### config.mk
export PLATFORM = sky130hd
export DESIGN_NAME = multicycle_ctrl
export DESIGN_NICKNAME = d
export VERILOG_FILES = /design/src/rtl/ctrl_pkg.sv /design/src/rtl/multicycle_ctrl_alu_decoder.sv /design/src/rtl/multicycle_ctrl.sv
export SDC_FILE = /design/constraint.sdc
export NUM_CORES = 1
export LEC_CHECK = 0
export CORE_MARGIN = 5
export CORE_UTILIZATION = 30
export DETAILED_ROUTE_END_ITERATION = 10
export PLACE_DENSITY = 0.59
export SYNTH_ARGS = -nofsm -noshare
export SYNTH_HDL_FRONTEND = slang
export SYNTH_SLANG_ARGS = --single-unit
### constraint.sdc
create_clock -name i_clk -period 1.8 [get_ports i_clk]
set_clock_uncertainty 0.1 [all_clocks]
set_input_delay 0.27 -clock i_clk [delete_from_list [all_inputs] [get_ports i_clk]]
set_output_delay 0.27 -clock i_clk [all_outputs]
set_load 0.05 [all_outputs]
### src/rtl/ctrl_pkg.sv
// ---------------------------------------------------------------------------
// ctrl_pkg
// Shared types and encodings for the multi-cycle controller and its ALU
// decoder: FSM state enum, RV32I opcode/funct constants, ALU operation
// codes, immediate format selects and datapath mux select encodings.
// ---------------------------------------------------------------------------
package ctrl_pkg;

  // One state per controller step; S_JAL is only reachable when JAL_EN is defined
  typedef enum logic [3:0] {
    S_FETCH,
    S_DECODE,
    S_EXEC_I,
    S_EXEC_R,
    S_WB_ALU,
    S_MEM_ADDR,
    S_MEM_RD,
    S_WB_MEM,
    S_MEM_WR,
    S_BRANCH,
    S_JAL,
    S_TRAP
  } state_t;

  // Major opcodes of the supported subset
  localparam logic [6:0] OP_IMM    = 7'h13;
  localparam logic [6:0] OP_REG    = 7'h33;
  localparam logic [6:0] OP_LOAD   = 7'h03;
  localparam logic [6:0] OP_STORE  = 7'h23;
  localparam logic [6:0] OP_BRANCH = 7'h63;
  localparam logic [6:0] OP_JAL    = 7'h6F;

  // funct3 / funct7 values we accept
  localparam logic [2:0] F3_ADD  = 3'b000;
  localparam logic [2:0] F3_WORD = 3'b010;
  localparam logic [2:0] F3_BEQ  = 3'b000;
  localparam logic [2:0] F3_BNE  = 3'b001;
  localparam logic [6:0] F7_ADD  = 7'h00;
  localparam logic [6:0] F7_SUB  = 7'h20;

  // ALU operations; remaining codes are reserved
  typedef enum logic [2:0] {
    ALU_ADD = 3'b000,
    ALU_SUB = 3'b001
  } alu_ctrl_t;

  // Immediate generator format select
  typedef enum logic [1:0] {
    IMM_I = 2'd0,
    IMM_S = 2'd1,
    IMM_B = 2'd2,
    IMM_J = 2'd3
  } imm_src_t;

  // Datapath mux encodings
  localparam logic       ADDR_PC     = 1'b0;
  localparam logic       ADDR_ALUOUT = 1'b1;
  localparam logic [1:0] SRCA_PC     = 2'd0;
  localparam logic [1:0] SRCA_OLDPC  = 2'd1;
  localparam logic [1:0] SRCA_RS1    = 2'd2;
  localparam logic [1:0] SRCB_RS2    = 2'd0;
  localparam logic [1:0] SRCB_IMM    = 2'd1;
  localparam logic [1:0] SRCB_FOUR   = 2'd2;
  localparam logic [1:0] RES_ALUOUT  = 2'd0;
  localparam logic [1:0] RES_MEM     = 2'd1;
  localparam logic [1:0] RES_ALU     = 2'd2;

endpackage

### src/rtl/multicycle_ctrl_alu_decoder.sv
// ---------------------------------------------------------------------------
// alu_decoder
// Combinational decode of opcode/funct3/funct7 into the ALU operation used
// by the R-type execute step and a flag telling the FSM whether the
// instruction belongs to the supported subset.
// Configuration macro: JAL_EN (when defined, opcode 0x6F is legal).
// Ports:
//   i_opcode   [6:0]  IR[6:0]
//   i_funct3   [2:0]  IR[14:12]
//   i_funct7   [6:0]  IR[31:25]
//   o_alu_ctrl [2:0]  ALU operation (000 add, 001 sub)
//   o_legal           1 = supported instruction
// ---------------------------------------------------------------------------
module alu_decoder
  import ctrl_pkg::*;
(
  input  logic [6:0] i_opcode,
  input  logic [2:0] i_funct3,
  input  logic [6:0] i_funct7,
  output logic [2:0] o_alu_ctrl,
  output logic       o_legal
);

  // Everything outside the listed encodings is illegal and sends the FSM to TRAP
  always_comb begin
    o_alu_ctrl = ALU_ADD;
    o_legal    = 1'b0;
    case (i_opcode)
      OP_IMM: begin
        o_legal = (i_funct3 == F3_ADD);
      end
      OP_REG: begin
        if (i_funct3 == F3_ADD && i_funct7 == F7_ADD) begin
          o_legal = 1'b1;
        end else if (i_funct3 == F3_ADD && i_funct7 == F7_SUB) begin
          o_legal    = 1'b1;
          o_alu_ctrl = ALU_SUB;
        end
      end
      OP_LOAD, OP_STORE: begin
        o_legal = (i_funct3 == F3_WORD);
      end
      OP_BRANCH: begin
        o_legal    = (i_funct3 == F3_BEQ) || (i_funct3 == F3_BNE);
        o_alu_ctrl = ALU_SUB;
      end
`ifdef JAL_EN
      OP_JAL: begin
        o_legal = 1'b1;
      end
`endif
      default: begin
        o_legal = 1'b0;
      end
    endcase
  end

endmodule

### src/rtl/multicycle_ctrl.sv
// ---------------------------------------------------------------------------
// multicycle_ctrl
// Multi-cycle controller for the RV32I-subset core (addi, add, sub, lw, sw,
// beq, bne, and jal when JAL_EN is defined). Sequences one shared ALU and one
// unified memory port, driving PC/IR enables, mux selects, ALU op and
// register write-back. A wait counter traps the core if memory never answers.
// Configuration macro: JAL_EN (adds the JAL state; otherwise 0x6F traps).
// Parameter: MEM_TIMEOUT (wait cycles before trap, 0 = wait forever).
// Ports:
//   i_clk, i_rst      clock, synchronous active-high reset
//   i_instr    [31:0] IR contents, valid from DECODE onward
//   i_eq              ALU equality flag
//   i_mem_ready       memory completes current request this cycle
//   o_mem_req/o_mem_we/o_addr_src   memory request, store, address select
//   o_pc_write/o_ir_write/o_reg_write  state element enables
//   o_alu_src_a/o_alu_src_b [1:0], o_alu_ctrl [2:0], o_imm_src [1:0]
//   o_result_src [1:0] result mux select
//   o_illegal         sticky trap indication
// ---------------------------------------------------------------------------
module multicycle_ctrl
  import ctrl_pkg::*;
#(
  parameter int MEM_TIMEOUT = 16
) (
  input  logic        i_clk,
  input  logic        i_rst,
  input  logic [31:0] i_instr,
  input  logic        i_eq,
  input  logic        i_mem_ready,
  output logic        o_mem_req,
  output logic        o_mem_we,
  output logic        o_addr_src,
  output logic        o_pc_write,
  output logic        o_ir_write,
  output logic        o_reg_write,
  output logic [1:0]  o_alu_src_a,
  output logic [1:0]  o_alu_src_b,
  output logic [2:0]  o_alu_ctrl,
  output logic [1:0]  o_imm_src,
  output logic [1:0]  o_result_src,
  output logic        o_illegal
);

  localparam int CNT_W = 16;

  state_t           r_state;
  state_t           w_next;
  logic [CNT_W-1:0] r_wait_cnt;

  logic [6:0] w_opcode;
  logic [2:0] w_funct3;
  logic [6:0] w_funct7;
  logic [2:0] w_dec_alu_ctrl;
  logic       w_legal;
  logic       w_unused_instr_bits;

  logic       w_mem_req;
  logic       w_mem_we;
  logic       w_addr_src;
  logic       w_pc_write;
  logic       w_ir_write;
  logic       w_reg_write;
  logic [1:0] w_alu_src_a;
  logic [1:0] w_alu_src_b;
  logic [2:0] w_alu_ctrl;
  logic [1:0] w_imm_src;
  logic [1:0] w_result_src;
  logic       w_mem_wait;
  logic       w_timeout;

  assign w_opcode = i_instr[6:0];
  assign w_funct3 = i_instr[14:12];
  assign w_funct7 = i_instr[31:25];
  // Register and immediate fields belong to the datapath, not the controller
  assign w_unused_instr_bits = ^{i_instr[24:15], i_instr[11:7]};

  alu_decoder u_alu_decoder (
    .i_opcode   (w_opcode),
    .i_funct3   (w_funct3),
    .i_funct7   (w_funct7),
    .o_alu_ctrl (w_dec_alu_ctrl),
    .o_legal    (w_legal)
  );

  // A request that memory has not yet accepted; MEM_TIMEOUT of these in a row traps
  assign w_mem_wait = w_mem_req && !i_mem_ready;
  assign w_timeout  = (MEM_TIMEOUT != 0) && w_mem_wait &&
                      (r_wait_cnt == CNT_W'(MEM_TIMEOUT - 1));

  // State register and wait counter; the counter restarts whenever the state moves
  always_ff @(posedge i_clk) begin
    if (i_rst) begin
      r_state    <= S_FETCH;
      r_wait_cnt <= '0;
    end else begin
      r_state <= w_next;
      if (w_next != r_state || !w_mem_wait) begin
        r_wait_cnt <= '0;
      end else begin
        r_wait_cnt <= r_wait_cnt + 1'b1;
      end
    end
  end

  // Next-state logic; memory states hold until mem_ready, timeout overrides everything
  always_comb begin
    w_next = r_state;
    case (r_state)
      S_FETCH:    if (i_mem_ready) w_next = S_DECODE;
      S_DECODE: begin
        if (!w_legal) begin
          w_next = S_TRAP;
        end else begin
          case (w_opcode)
            OP_IMM:            w_next = S_EXEC_I;
            OP_REG:            w_next = S_EXEC_R;
            OP_LOAD, OP_STORE: w_next = S_MEM_ADDR;
            OP_BRANCH:         w_next = S_BRANCH;
`ifdef JAL_EN
            OP_JAL:            w_next = S_JAL;
`endif
            default:           w_next = S_TRAP;
          endcase
        end
      end
      S_EXEC_I:   w_next = S_WB_ALU;
      S_EXEC_R:   w_next = S_WB_ALU;
      S_WB_ALU:   w_next = S_FETCH;
      S_MEM_ADDR: w_next = (w_opcode == OP_STORE) ? S_MEM_WR : S_MEM_RD;
      S_MEM_RD:   if (i_mem_ready) w_next = S_WB_MEM;
      S_WB_MEM:   w_next = S_FETCH;
      S_MEM_WR:   if (i_mem_ready) w_next = S_FETCH;
      S_BRANCH:   w_next = S_FETCH;
      S_JAL:      w_next = S_WB_ALU;
      S_TRAP:     w_next = S_TRAP;
      default:    w_next = S_FETCH;
    endcase
    if (w_timeout) begin
      w_next = S_TRAP;
    end
  end

  // Output decode: Moore per state, except the FETCH enables (gated by
  // mem_ready) and the branch PC write (gated by the equality flag)
  always_comb begin
    w_mem_req    = 1'b0;
    w_mem_we     = 1'b0;
    w_addr_src   = ADDR_PC;
    w_pc_write   = 1'b0;
    w_ir_write   = 1'b0;
    w_reg_write  = 1'b0;
    w_alu_src_a  = SRCA_PC;
    w_alu_src_b  = SRCB_RS2;
    w_alu_ctrl   = ALU_ADD;
    w_imm_src    = IMM_I;
    w_result_src = RES_ALUOUT;
    case (r_state)
      S_FETCH: begin
        w_mem_req    = 1'b1;
        w_alu_src_b  = SRCB_FOUR;
        w_result_src = RES_ALU;
        w_pc_write   = i_mem_ready;
        w_ir_write   = i_mem_ready;
      end
      S_DECODE: begin
        w_alu_src_a = SRCA_OLDPC;
        w_alu_src_b = SRCB_IMM;
        w_imm_src   = IMM_B;
`ifdef JAL_EN
        // The jump target lands in ALUOut from this step, so it needs the J immediate
        if (w_opcode == OP_JAL) w_imm_src = IMM_J;
`endif
      end
      S_EXEC_I: begin
        w_alu_src_a = SRCA_RS1;
        w_alu_src_b = SRCB_IMM;
      end
      S_EXEC_R: begin
        w_alu_src_a = SRCA_RS1;
        w_alu_ctrl  = w_dec_alu_ctrl;
      end
      S_WB_ALU: begin
        w_reg_write = 1'b1;
      end
      S_MEM_ADDR: begin
        w_alu_src_a = SRCA_RS1;
        w_alu_src_b = SRCB_IMM;
        w_imm_src   = (w_opcode == OP_STORE) ? IMM_S : IMM_I;
      end
      S_MEM_RD: begin
        w_mem_req  = 1'b1;
        w_addr_src = ADDR_ALUOUT;
      end
      S_WB_MEM: begin
        w_reg_write  = 1'b1;
        w_result_src = RES_MEM;
      end
      S_MEM_WR: begin
        w_mem_req  = 1'b1;
        w_mem_we   = 1'b1;
        w_addr_src = ADDR_ALUOUT;
      end
      S_BRANCH: begin
        w_alu_src_a = SRCA_RS1;
        w_alu_ctrl  = ALU_SUB;
        w_pc_write  = (w_funct3 == F3_BEQ) ? i_eq : !i_eq;
      end
      S_JAL: begin
        // PC takes the target from ALUOut while the ALU forms OldPC+4 for the link
        w_alu_src_a = SRCA_OLDPC;
        w_alu_src_b = SRCB_FOUR;
        w_pc_write  = 1'b1;
      end
      default: begin
        w_mem_req = 1'b0;
      end
    endcase
  end

  // Reset forces every output low immediately so no write can complete mid-instruction
  assign o_mem_req    = w_mem_req   & ~i_rst;
  assign o_mem_we     = w_mem_we    & ~i_rst;
  assign o_addr_src   = w_addr_src  & ~i_rst;
  assign o_pc_write   = w_pc_write  & ~i_rst;
  assign o_ir_write   = w_ir_write  & ~i_rst;
  assign o_reg_write  = w_reg_write & ~i_rst;
  assign o_alu_src_a  = i_rst ? 2'd0 : w_alu_src_a;
  assign o_alu_src_b  = i_rst ? 2'd0 : w_alu_src_b;
  assign o_alu_ctrl   = i_rst ? 3'd0 : w_alu_ctrl;
  assign o_imm_src    = i_rst ? 2'd0 : w_imm_src;
  assign o_result_src = i_rst ? 2'd0 : w_result_src;
  assign o_illegal    = (r_state == S_TRAP) & ~i_rst;

endmodule

==> parameters.txt <==
Parameter                              Value

Global routing
  Initial antenna violation count ... 0
  Overall overflow remaining after global route ... 0
  First-pass GRT wire length ... 7450 um
  Global-route track usage on met1 ... 19.0%
  Most used routing layer in global routing ... met2
  M2 GR Usage ... 24.7%
  Number of global-route vias before repair ... 1,607
  GRT Util Overall ... 14.6%
  Largest net degree at the start of global routing ... 15
  Met3 capacity usage during global routing ... 2.97%

Finish
  Leading cell type in the layout, fill and taps excluded ... sky130_fd_sc_hd__buf_4
  FILL cells ... 346
  Antenna diode count ... 0
  Most frequent cells in the layout ... 38 x sky130_fd_sc_hd__buf_4, 19 x sky130_fd_sc_hd__buf_6, 18 x sky130_fd_sc_hd__nor2_1, 18 x sky130_fd_sc_hd__buf_12, 15 x sky130_fd_sc_hd__dfxtp_1
  Cell Count, Final, Fillers Out ... 326
  Layout overhead on the synthesized area ... 108%
  Proportion of layout cells with a drive suffix above 1 ... 52.9%
  Final net count ... 312

Detailed routing
  Total via count after detailed routing ... 1,742
  Initial detailed-routing violation count ... 91
  Routed Wire Length ... 4690 um
  First drt pass iteration count ... 4
  DRT antenna net count ... 0
  Routed wire per std cell ... 14.4 um
  Routed vias/inst ... 5.34
  Residual DRC count ... 0

Die
  Core box area ... 4440 sq um
  Number of core rows ... 24
  Horiz. Die Dim ... 78.2 um
  Die H ... 78.2 um
  Starting Density ... 31.4%
  Full die area ... 6110 sq um
  Number of top-level pins ... 54

Run status
  Violated checks ... negative setup slack
  Outcome ... finished with violations

Power and ir drop
  Leakage ... 1.11 nW
  Power density of the placed cells ... 732 nW/um^2
  Worst vdd ir ... 0.373 mV

Synthesis
  Gate Count Post-Synth ... 185
  Top-area cell type share of the netlist area ... 28.7%
  Largest area contributor in the netlist ... sky130_fd_sc_hd__dfxtp_1
  Number of distinct library cells after synthesis ... 43
  Syn. warnings ... 0
  Synth Register Bits ... 20
  Ranking of synthesized cells by area ... sky130_fd_sc_hd__dfxtp_1 29%, sky130_fd_sc_hd__nor2_1 6.2%, sky130_fd_sc_hd__nor3_1 4.7%, sky130_fd_sc_hd__xnor2_1 4.4%, sky130_fd_sc_hd__a21oi_1 4.3%
  Mapped Area ... 1390 sq um
  Synth Area per Inst ... 7.53 sq um
  Sequential element share of the synthesized area ... 28.7%

Setup path
  Series of cell instances along the critical path ... buf_6 -> or4_4 -> nor3_4 -> a32o_2 -> a31oi_4 -> nor4b_4 -> buf_12
  CP top delay family ... simple AND/OR/NAND/NOR gates
  Category of the most critical setup path ... primary input to output port
  Bufs and invs on worst path ... 2
  Largest incremental delay on the critical path ... 0.53 ns
  Worst reg2reg path startpoint ... r_state[1]
  Nature of the critical path startpoint ... primary input
  Highest net fanout along the worst path ... 2
  Worst setup path startpoint ... i_instr[31]
  Cell type of the slowest stage on the worst timing path ... sky130_fd_sc_hd__or4_4
  Critical path data arrival time ... 1.79 ns
  Kind of end point of the critical path ... output port
  Endpoint required time on the critical path ... 1.43 ns

CTS
  Number of clock buffers inserted by TritonCTS ... 3
  Clock sinks ... 20
  Clock Pin Slew Worst Setup and Hold Paths ... 0.07 ns
  CTS root buf ... sky130_fd_sc_hd__clkbuf_8
  Clock latency reported for the late side of the worst-skew pair ... 0.26 ns
  Total number of H-tree levels ... 1
  TritonCTS clock tree ... yes
  Worst-case clock buffer depth ... 2

STA
  RSZ-0062 raised after global routing ... yes
  Top achievable clock speed ... 462 MHz
  Setup violation total in the final timing report ... 13
  Final hold viol count ... 0
  Setup ws final ... -0.362 ns
  Final max-slew violation count ... 0
  Min Clock Period, post-route ... 2.16 ns
  Setup TNS ... -1.66 ns
  Period Utilization, post-route ... 120%

Placement
  RD Place Congestion ... 0.793
  IO buf count ... 36
  Detailed placement HPWL ... 3060 um
  # placed instances ... 298

Worst hold path
  Hold Crit Start ... r_wait_cnt[0]
  Min-delay worst type ... register to register

Flow run
  Maximum Capacitance Violations ... 0
[cell families (layout without fill, tap and decap cells)]
family          Yosys count  count (layout)  share of synthesized area (%)
compound gates           37              37                           17.8
xor+xnor                 10              10                           6.28
fa+ha+maj                 1               1                          0.898
buf+inv                  18             106                           6.01
flops                    20              20                           28.7
other cells               1               2                          0.269
simple gates             98              98                           40.0
[cells in the mapped netlist]
| library cell | number |
|---|---|
| sky130_fd_sc_hd__a221oi_1 | 1 |
| sky130_fd_sc_hd__and2_1 | 2 |
| sky130_fd_sc_hd__nor4bb_1 | 1 |
| sky130_fd_sc_hd__dfxtp_1 | 20 |
| sky130_fd_sc_hd__a21oi_1 | 12 |
| sky130_fd_sc_hd__a2bb2oi_1 | 1 |
| sky130_fd_sc_hd__xnor2_1 | 7 |
| sky130_fd_sc_hd__nand4bb_1 | 1 |
| sky130_fd_sc_hd__buf_1 | 2 |
| sky130_fd_sc_hd__nor4b_2 | 1 |
| sky130_fd_sc_hd__a2111oi_4 | 1 |
| sky130_fd_sc_hd__nand2b_1 | 5 |
| sky130_fd_sc_hd__nand3_1 | 5 |
| sky130_fd_sc_hd__o22ai_1 | 2 |
| sky130_fd_sc_hd__nor2b_1 | 7 |
| sky130_fd_sc_hd__nand2_1 | 7 |
| sky130_fd_sc_hd__buf_2 | 4 |
| sky130_fd_sc_hd__nand4_1 | 5 |
| sky130_fd_sc_hd__or4_4 | 1 |
| sky130_fd_sc_hd__or3_1 | 7 |
| sky130_fd_sc_hd__nor3_2 | 1 |
| sky130_fd_sc_hd__a31oi_1 | 3 |
| sky130_fd_sc_hd__and3_1 | 2 |
| sky130_fd_sc_hd__xor2_1 | 3 |
| sky130_fd_sc_hd__nor4_1 | 8 |
| sky130_fd_sc_hd__nor3_1 | 13 |
| sky130_fd_sc_hd__nor2_1 | 23 |
| sky130_fd_sc_hd__nor4b_1 | 1 |
| sky130_fd_sc_hd__o2bb2ai_1 | 3 |
| sky130_fd_sc_hd__or2_2 | 2 |
| sky130_fd_sc_hd__ha_1 | 1 |
| sky130_fd_sc_hd__inv_1 | 5 |
| sky130_fd_sc_hd__and4_1 | 2 |
| sky130_fd_sc_hd__nand3b_1 | 1 |
| sky130_fd_sc_hd__buf_4 | 3 |
| sky130_fd_sc_hd__o21a_1 | 2 |
| sky130_fd_sc_hd__nand4b_1 | 1 |
| sky130_fd_sc_hd__o21ai_0 | 10 |
| sky130_fd_sc_hd__a32o_1 | 2 |
| sky130_fd_sc_hd__clkbuf_1 | 4 |
| sky130_fd_sc_hd__conb_1 | 1 |
| sky130_fd_sc_hd__and3b_1 | 1 |
| sky130_fd_sc_hd__or3b_1 | 1 |
[per-stage QoR]
stage / hold WS [ns] / power [mW] / utilization (%) / worst slack, ns / area [sq um]
detailed placement: 0.337 / 1.30 / 51.6 / -0.705 / 2290
floorplan: 0.313 / 0.931 / - / -0.396 / 1500
global route: 0.342 / 2.21 / 65.2 / -0.405 / 2900
global placement: 0.328 / 1.29 / 51.6 / -0.698 / 2290
finish: 0.326 / 2.12 / 65.2 / -0.362 / 2900
CTS: 0.348 / 2.02 / 61.7 / -0.474 / 2740
[path summary, 6_finish.rpt]
check	cells past startpoint	slack (ns)	end
min reg2reg	1	0.33	r_wait_cnt[0]
max	7	-0.36	o_alu_ctrl[0]
min	1	0.33	r_wait_cnt[0]
max reg2reg	8	0.04	r_state[2]
[flip-flops by register name (all words and copies together), names as in the netlist]
register / cells
r_state: 4
r_wait_cnt: 16
[power by group]
group          switching [mW]  internal [mW]  leakage [nW]  total (mW)
clock network           0.150          0.297        0.0357       0.447
registers              0.0303          0.464         0.165       0.495
logic                   0.551          0.628         0.904        1.18
total                   0.731           1.39          1.11        2.12
[layer usage]
layer,part of all wire [%],vias to the layer above,wire (um)
li1,-,862,-
met1,44,829,2080
met2,49,41,2320
met3,4.3,10,201
met4,1.9,0,90
met5,0,-,0
[area by class of cell]
cell class | instances | area (sq um) | area share, %
clock buffers | 3 | 41.3 | 1.43
clock inverters | 1 | 30.0 | 1.04
flip-flops and latches | 20 | 417 | 14.4
inverters | 5 | 18.8 | 0.648
repair buffers | 97 | 1070 | 36.9
multi-input cells | 148 | 1260 | 43.4
well taps | 52 | 65.1 | 2.25
[repair_timing]
action / 4_1_cts / 5_1_grt
hold buffers: 0 / 0
endpoints found under the setup margin: 18 / 33
buffers inserted: 16 / 9
pin swaps: 27 / 21
resized for setup: 97 / 30
Note: power is estimated with default switching activity, not from simulation.
